### src/rtl/mul_share_arb.sv
// Round-robin arbiter/sequencer sharing one START/READY multiplier among NREQ requesters.
// Optional zero-operand bypass: define MUL_SHARE_ZERO_BYPASS_EN.
module mul_share_arb #(
    parameter int unsigned NREQ    = 4,
    parameter int unsigned W       = 4,
    parameter int unsigned TIMEOUT = 15
) (
    input  logic              clk,
    input  logic              rst_n,
    input  logic [NREQ-1:0]   req_valid_i,
    output logic [NREQ-1:0]   req_ready_o,
    input  logic [NREQ*W-1:0] req_a_i,
    input  logic [NREQ*W-1:0] req_b_i,
    output logic [NREQ-1:0]   rsp_valid_o,
    input  logic [NREQ-1:0]   rsp_ready_i,
    output logic [2*W-1:0]    rsp_p_o,
    output logic              rsp_err_o,
    output logic              mul_start_o,
    output logic [W-1:0]      mul_a_o,
    output logic [W-1:0]      mul_b_o,
    input  logic              mul_ready_i,
    input  logic [2*W-1:0]    mul_p_i,
    output logic              busy_o
);

    localparam int unsigned GW = $clog2(NREQ);
    localparam int unsigned CW = $clog2(TIMEOUT);

    localparam logic [1:0] IDLE  = 2'd0;
    localparam logic [1:0] START = 2'd1;
    localparam logic [1:0] WAIT  = 2'd2;
    localparam logic [1:0] RESP  = 2'd3;

    logic [1:0]      state_q, state_d;
    logic [GW-1:0]   last_q, last_d;
    logic [GW-1:0]   grant_q, grant_d;
    logic [CW-1:0]   cnt_q, cnt_d;
    logic [W-1:0]    a_q, a_d, b_q, b_d;
    logic [2*W-1:0]  p_q, p_d;
    logic            err_q, err_d;
    logic [NREQ-1:0] rsp_valid_q, rsp_valid_d;
    logic            start_q, start_d;
    logic            busy_q, busy_d;

    logic            arb_hit;
    logic [GW-1:0]   arb_idx;
    logic [W-1:0]    a_sel, b_sel;

    // Round-robin search starting just after the last served requester.
    always_comb begin
        int unsigned idx;
        logic [GW-1:0] cand;
        arb_hit = 1'b0;
        arb_idx = '0;
        for (int unsigned k = 1; k <= NREQ; k++) begin
            idx = int'(last_q) + k;
            if (idx >= NREQ) idx = idx - NREQ;
            cand = GW'(idx);
            if (!arb_hit && req_valid_i[cand]) begin
                arb_hit = 1'b1;
                arb_idx = cand;
            end
        end
    end

    assign a_sel = req_a_i[arb_idx*W +: W];
    assign b_sel = req_b_i[arb_idx*W +: W];

    // Accept strobe is combinational: the handshake completes in the IDLE cycle.
    assign req_ready_o = (state_q == IDLE && arb_hit) ? (NREQ'(1) << arb_idx) : '0;

    always_comb begin
        state_d     = state_q;
        last_d      = last_q;
        grant_d     = grant_q;
        cnt_d       = cnt_q;
        a_d         = a_q;
        b_d         = b_q;
        p_d         = p_q;
        err_d       = err_q;
        rsp_valid_d = rsp_valid_q;
        start_d     = 1'b0;

        case (state_q)
            IDLE: begin
                if (arb_hit) begin
                    grant_d = arb_idx;
                    a_d     = a_sel;
                    b_d     = b_sel;
`ifdef MUL_SHARE_ZERO_BYPASS_EN
                    if (a_sel == '0 || b_sel == '0) begin
                        state_d     = RESP;
                        p_d         = '0;
                        err_d       = 1'b0;
                        rsp_valid_d = NREQ'(1) << arb_idx;
                    end else begin
                        state_d = START;
                        start_d = 1'b1;
                    end
`else
                    state_d = START;
                    start_d = 1'b1;
`endif
                end
            end
            START: begin
                state_d = WAIT;
                cnt_d   = '0;
            end
            WAIT: begin
                // First WAIT cycle (cnt_q == 0) may still see READY from the previous job.
                if (cnt_q != '0 && mul_ready_i) begin
                    p_d         = mul_p_i;
                    err_d       = 1'b0;
                    state_d     = RESP;
                    rsp_valid_d = NREQ'(1) << grant_q;
                end else if (cnt_q == CW'(TIMEOUT - 1)) begin
                    p_d         = '0;
                    err_d       = 1'b1;
                    state_d     = RESP;
                    rsp_valid_d = NREQ'(1) << grant_q;
                end else begin
                    cnt_d = cnt_q + CW'(1);
                end
            end
            RESP: begin
                if (rsp_ready_i[grant_q]) begin
                    last_d      = grant_q;
                    rsp_valid_d = '0;
                    state_d     = IDLE;
                end
            end
            default: state_d = IDLE;
        endcase

        busy_d = (state_d != IDLE);
    end

    always_ff @(posedge clk or negedge rst_n) begin
        if (!rst_n) begin
            state_q     <= IDLE;
            last_q      <= GW'(NREQ - 1);
            grant_q     <= '0;
            cnt_q       <= '0;
            a_q         <= '0;
            b_q         <= '0;
            p_q         <= '0;
            err_q       <= 1'b0;
            rsp_valid_q <= '0;
            start_q     <= 1'b0;
            busy_q      <= 1'b0;
        end else begin
            state_q     <= state_d;
            last_q      <= last_d;
            grant_q     <= grant_d;
            cnt_q       <= cnt_d;
            a_q         <= a_d;
            b_q         <= b_d;
            p_q         <= p_d;
            err_q       <= err_d;
            rsp_valid_q <= rsp_valid_d;
            start_q     <= start_d;
            busy_q      <= busy_d;
        end
    end

    assign rsp_valid_o = rsp_valid_q;
    assign rsp_p_o     = p_q;
    assign rsp_err_o   = err_q;
    assign mul_start_o = start_q;
    assign mul_a_o     = a_q;
    assign mul_b_o     = b_q;
    assign busy_o      = busy_q;

endmodule

### config.mk
export PLATFORM = sky130hd
export DESIGN_NAME = mul_share_arb
export DESIGN_NICKNAME = d
export VERILOG_FILES = /design/src/rtl/mul_share_arb.sv
export SDC_FILE = /design/constraint.sdc
export NUM_CORES = 1
export LEC_CHECK = 0
export ABC_AREA = 1
export CELL_PAD_IN_SITES_DETAIL_PLACEMENT = 0
export CELL_PAD_IN_SITES_GLOBAL_PLACEMENT = 1
export CORE_UTILIZATION = 30
export CTS_CLUSTER_SIZE = 16
export DETAILED_ROUTE_END_ITERATION = 12
export HOLD_SLACK_MARGIN = 0.12
export PLACE_DENSITY_LB_ADDON = 0.1
export SYNTH_ARGS = -nofsm -noshare
export SYNTH_HDL_FRONTEND = slang
export SYNTH_SLANG_ARGS = --single-unit
### constraint.sdc
create_clock -name clk -period 2.6 [get_ports clk]
set_input_delay 0.52 -clock clk [delete_from_list [all_inputs] [get_ports clk]]
set_output_delay 0.52 -clock clk [all_outputs]
set_load 0.005 [all_outputs]
# After elaboration in Yosys (flattened, before gate mapping)
# Cells that the tools add are included.
[totals] reg_bits=33 input_bits=51 output_inout_bits=27
[classes] addsub=9 order_cmp=9 n_eq_ne=8 shift=4 n_mux=41 n_reduce_logical=19
[op_table] cell="16-bit by 5-bit variable part select with 4-bit output" count=2
[op_table] cell="2-bit 2-to-1 mux" count=12
[op_table] cell="4-bit 2-to-1 mux" count=6
[op_table] cell="8-bit 2-to-1 mux" count=2
[op_table] cell="4-bit case mux with 2 select lines" count=2
[op_table] cell="2-bit by 3-bit less-than comparator with 1-bit output, second input constant" count=5
[op_table] cell="1-bit 2-to-1 mux" count=13
[op_table] cell="1-bit binary-select mux with 2-bit select" count=5
[op_table] cell="3-bit greater-or-equal comparator, second input constant" count=3
[op_table] cell="2-bit case mux with 4 select lines" count=1
[op_table] cell="2-bit nonzero test" count=4
[op_table] cell="1-bit by 2-bit << shifter with 4-bit output, first input constant" count=2
[op_table] cell="2-bit by 1-bit subtractor with 2-bit output, second input constant" count=4
[op_table] cell="2-bit by 2-bit adder with 3-bit output, second input constant" count=2
[op_table] cell="2-bit != test, second input constant" count=3
[op_table] cell="2-bit AND reduction" count=3
[op_table] cell="3-bit AND reduction" count=2
[op_table] cell="1-bit logical AND" count=5
[op_table] cell="2-bit by 3-bit adder with 4-bit output, second input constant" count=1
[op_table] cell="4-bit by 1-bit adder with 4-bit output, second input constant" count=1
[op_table] cell="2-bit equality test, second input constant" count=2
[op_table] cell="4-bit equality test, second input constant" count=1
[op_table] cell="4-bit by 3-bit greater-or-equal comparator with 1-bit output, second input constant" count=1
[op_table] cell="4-bit nonzero test" count=1
[op_table] cell="5 further kinds" count=7

# Longest topological paths before layout
[depth] depth_word=18 depth_mapped=16

# Worst setup path before layout
# Ideal clock, no wire load.
[synth_path] path_type="register to output" startpoint="register last_q[0]" endpoint="output port req_ready_o[1]" arrival_time_ns=1.667 t_required_ns=2.080 setup_slack_ns=0.413 path_stages_with_launch=15 n_path_buf=2 path_cell_list="dfstp_2 buf_6 inv_6 nand2_1 nand2_2 nand2_1 nand2_2 nand2_2 nand2_4 nor2_4 nand2_4 nand2_4 buf_12 nand2_1 nor2_1"
[synth_via] elab_chain_len=17
[synth_rtl] item="from (decl)" line="35" rtl="logic [GW-1:0] last_q, last_d;"
[synth_rtl] item="from (signal assigned)" line="142" rtl="last_q <= GW'(NREQ - 1);"
[synth_rtl] item="from (signal assigned)" line="154" rtl="last_q <= last_d;"
[synth_rtl] item="2-bit by 1-bit adder with 3-bit output" line="56" rtl="idx = int'(last_q) + k;"
[synth_rtl] item="3-bit greater-or-equal comparator / 2-bit by 1-bit subtractor with 2-bit output (equally long branches)" line="57" rtl="if (idx >= NREQ) idx = idx - NREQ;"
[synth_rtl] item="2-bit 2-to-1 mux" line="57"
[synth_rtl] item="1-bit binary-select mux with 2-bit select" line="59" rtl="if (!arb_hit && req_valid_i[cand]) begin"
[synth_rtl] item="1-bit 2-to-1 mux (not written as such)" line="59"
[synth_rtl] item="1-bit 2-to-1 mux" line="59"
[synth_rtl] item="1-bit logical NOT" line="59"
[synth_rtl] item="1-bit logical AND" line="59"
[synth_rtl] item="1-bit 2-to-1 mux" line="59"
[synth_rtl] item="1-bit logical NOT" line="59"
[synth_rtl] item="1-bit logical AND" line="59"
[synth_rtl] item="1-bit 2-to-1 mux" line="59"
[synth_rtl] item="1-bit logical NOT" line="59"
[synth_rtl] item="1-bit logical AND" line="59"
[synth_rtl] item="2-bit 2-to-1 mux / 1-bit 2-to-1 mux (equally long branches)" line="59"
[synth_rtl] item="1-bit by 2-bit << shifter with 4-bit output / 1-bit logical AND (equally long branches)" line="70" rtl="assign req_ready_o = (state_q == IDLE && arb_hit) ? (NREQ'(1) << arb_idx) : '0;"
[synth_rtl] item="4-bit 2-to-1 mux (*)" line="70"
[synth_rtl] item="to (decl)" line="11" rtl="output logic [NREQ-1:0] req_ready_o,"
# Every way passes the cells marked *; elsewhere a longest branch is shown, timed or not. The select of a mux whose other input is x is not followed.

# Worst setup path in the final report
[layout_path] startpoint="register last_q[0]" endpoint="output port req_ready_o[0]"
# The elaborated chain is that of the path after synthesis.

==> flow_summary.toml <==
[sta]
hold_slack_ns = 0.483
max-slew-margin-rel_pct = 60.4
postLayoutSetupSlackWorst_ns = 0.0134
setup_total_negative_slack_ns = 0
maximum_operating_frequency_mhz = 387
fin_worst_skew_ns = 0.00860
fin_crit_sh_pct = 99.5
max_slew.worst_pin.slew_ns = 0.592
rsz0062_at_grt = "true"
setup_viol = 0
slew_viol_final = 0
fin_crit_ns = 2.59
hold_viol = 0

[synth]
synth_top_family_by_area = "simple AND/OR/NAND/NOR gates"
synthXorXnorAreaFrac_pct = 0.440
synth_mux_area_share_pct = 0
mappedNetlistArea_sq_um = 1990
syn_inst = 250
yosysWarningCount = 0
ys_seq_elements = 33
complex_gate_fraction_of_the_synthesized_area_pct = 9.43
synth_fa_ha_area_share_pct = 1.89
synth.distinct_cells = 29
synth.yosys.seq_area_share_pct = 41.6
syn_avg_cell_area_sq_um = 7.96
synth_simple_gate_area_share_pct = 39.3
mappedNetlistNets = 304

[detailed_routing]
first_pass_iters = 4
drcViolationCount = 0
routed_wirelength_mm = 5.67
drt_iter0_drc = 72
routedWlPerCell_um = 13.2
dr_total_vias = 2017
viasPerCell = 4.71
ant_nets = 0

[cts]
tritoncts = "done"
clk-insertion-delay-late_ns = 0.29
path_clk_slew_ns = 0.07
cts_hold_buffers = 0
cts_htree_levels = 2
cts.path.max_buffers = 2
clock_sink_count = 33
clock_tree.root_cell = "sky130_fd_sc_hd__clkbuf_8"
number_of_buffers_added_by_the_clock_tree_synthesis_step = 5

[cells_and_area]
multi_input_area_sq_um = 1110
layout.cells.most_common = "sky130_fd_sc_hd__clkdlybuf4s50_1"
fillerInstances = 648
area_growth_pct = 57.7
fin_util_pct = 49.2
post_route_cells_drive_above_1_share_pct = 25.4
antennaDiodeCount = 0
nets = 404
commonest_cells_after_routing_fill_and_taps_aside = "sky130_fd_sc_hd__clkdlybuf4s50_1 (71), sky130_fd_sc_hd__nand3_1 (53), sky130_fd_sc_hd__nand2_1 (48)"
sequential_cell_area_sq_um = 828

[placed_design]
placement.setup.worst_slack_ns = -0.349
hpwl_mm = 4.16
gp_congestion = 0.768
buffer_ports.inserted = 77

[die]
core_box_area_sq_um = 6390
ioPinCount = 78
fp.dieArea_sq_um = 6970
std_cell_rows = 29
floorplan.die.width_um = 83.5
start_util_pct = 31.2
die_h_um = 83.5

[worst_setup_path]
worst_setup_path_start_kind = "register"
timing.reg2reg.worst_path_depth = 14
type_of_destination_of_the_critical_path = "primary output"
path_class = "register to primary output"
worst-endpoint-arrival_ns = 2.07
cp_max_fo = 8
required_ns = 2.08

[outcome]
outcome = "finished, final reports clean"

[global_route]
grt_remaining_overflow = 0
grt_max_degree = 34
number_of_global_route_vias_before_repair = 1948
grt_antenna_before_repair = 0
first_pass_grt_wire_length_mm = 9.52
grt_use_total_pct = 17.2

[hold_path]
whs_path_depth = 2
worst_min_delay_path_category = "register to register"

[power]
pwr_density_cell_nw_per_um2 = 1300
worst_ir_drop_vdd_mv = 0.593
p_leak_nw = 1.47

[run]
drv.max_cap_violation_count = 0
layout make-up:
| cell class | instances | share of cell area [%] |
|---|---|---|
| clock buffer | 5 | 2.19 |
| clock inverter | 3 | 0.558 |
| inverter | 21 | 2.75 |
| multi-input combinational | 188 | 35.2 |
| sequential | 33 | 26.4 |
| tap | 77 | 3.07 |
| timing repair buffer | 101 | 29.8 |
state kept, by name, summed over array words and instances, names as in the netlist, 2 cells and up:
register and cells:
mul_b_o 4, rsp_p_o 8, cnt_q 4, grant_q 2, state_q 2, rsp_valid_o 4
mul_a_o 4, last_q 2
metal layers:
layer  wire (um)  vias to the layer above  global-route usage (%)
met1        2770                      933                    24.7
li1            -                     1033                       -
met2        2590                       47                    26.2
met5           0                        -                       0
met3         264                        4                    3.36
met4          40                        0                    5.08
report_power, final:
part           internal [mW]  total (mW)  switching (mW)  leakage (nW)
sequential             0.758       0.935           0.177         0.407
combinational           1.26        2.76            1.50          1.02
clock                  0.185       0.385           0.200        0.0439
synth_stat cells (all sizes together):
cell / instances / share of area, %
inv: 21 / 4.2
buf: 6 / 2.7
o31ai: 4 / 1.5
ha: 3 / 1.9
xnor2: 1 / 0.44
o211ai: 1 / 0.63
a21oi: 3 / 0.75
nand3: 58 / 15
o21a: 1 / 0.38
o22ai: 2 / 0.63
clkbuf: 2 / 0.38
a22o: 8 / 3.5
dfstp: 2 / 2.6
a31oi: 1 / 0.31
nor2: 18 / 4.1
o311ai: 1 / 0.44
or2: 1 / 0.31
nand2: 81 / 20
o21ai: 5 / 1.3
dfrtp: 31 / 39
kinds of logic after synthesis:
kind of cell	Yosys count
DFF	33
adders and majority gates	3
AOI/OAI and AO/OA	26
buffers and inverters	29
and+or+nand+nor	158
xor gates and xnor gates	1
worst paths after layout:
path	startpoint	end	slack, ns
max	last_q[0]$_DFFE_PN1P_	req_ready_o[0]	0.01
min	mul_a_o[3]$_DFFE_PN0P_	mul_a_o[3]$_DFFE_PN0P_	0.48
max reg2reg	last_q[0]$_DFFE_PN1P_	mul_b_o[2]$_DFFE_PN0P_	0.40
min reg2reg	mul_a_o[3]$_DFFE_PN0P_	mul_a_o[3]$_DFFE_PN0P_	0.48
max in group asynchronous	rst_n	last_q[0]$_DFFE_PN1P_	1.61
min in group asynchronous	rst_n	state_q[1]$_DFF_PN0_	0.65
critical path: stages, from the launching register on:
cell and delay [ns]:
sky130_fd_sc_hd__dfstp_2 0.66, sky130_fd_sc_hd__inv_6 0.08, sky130_fd_sc_hd__nand2_2 0.07, sky130_fd_sc_hd__nand2_2 0.07, sky130_fd_sc_hd__nand2_1 0.07, sky130_fd_sc_hd__nand2_2 0.08
sky130_fd_sc_hd__inv_2 0.07, sky130_fd_sc_hd__buf_6 0.09, sky130_fd_sc_hd__nand2_4 0.04, sky130_fd_sc_hd__buf_4 0.14, sky130_fd_sc_hd__o211ai_4 0.20, sky130_fd_sc_hd__nor2_1 0.06
sky130_fd_sc_hd__buf_2 0.12
metrics by stage:
| step | cell area (sq um) | power (mW) | cells |
|---|---|---|---|
| final | 3140 | 4.08 | 428 |
| after global routing | 3140 | 4.44 | 428 |
| after global placement | 2940 | 3.51 | 415 |
| after CTS | 3100 | 4.05 | 427 |
| after floorplan | 1990 | 2.53 | 250 |
| after detailed placement | 2940 | 3.49 | 415 |
what timing repair did:
| action | in CTS | in global routing |
|---|---|---|
| gates resized for setup | 39 | 7 |
| setup buffers | 4 | 1 |
| endpoints found under the setup margin | 4 | 4 |
| pin swaps | 17 | 4 |
No activity file was read; power rests on OpenSTA's default activity.
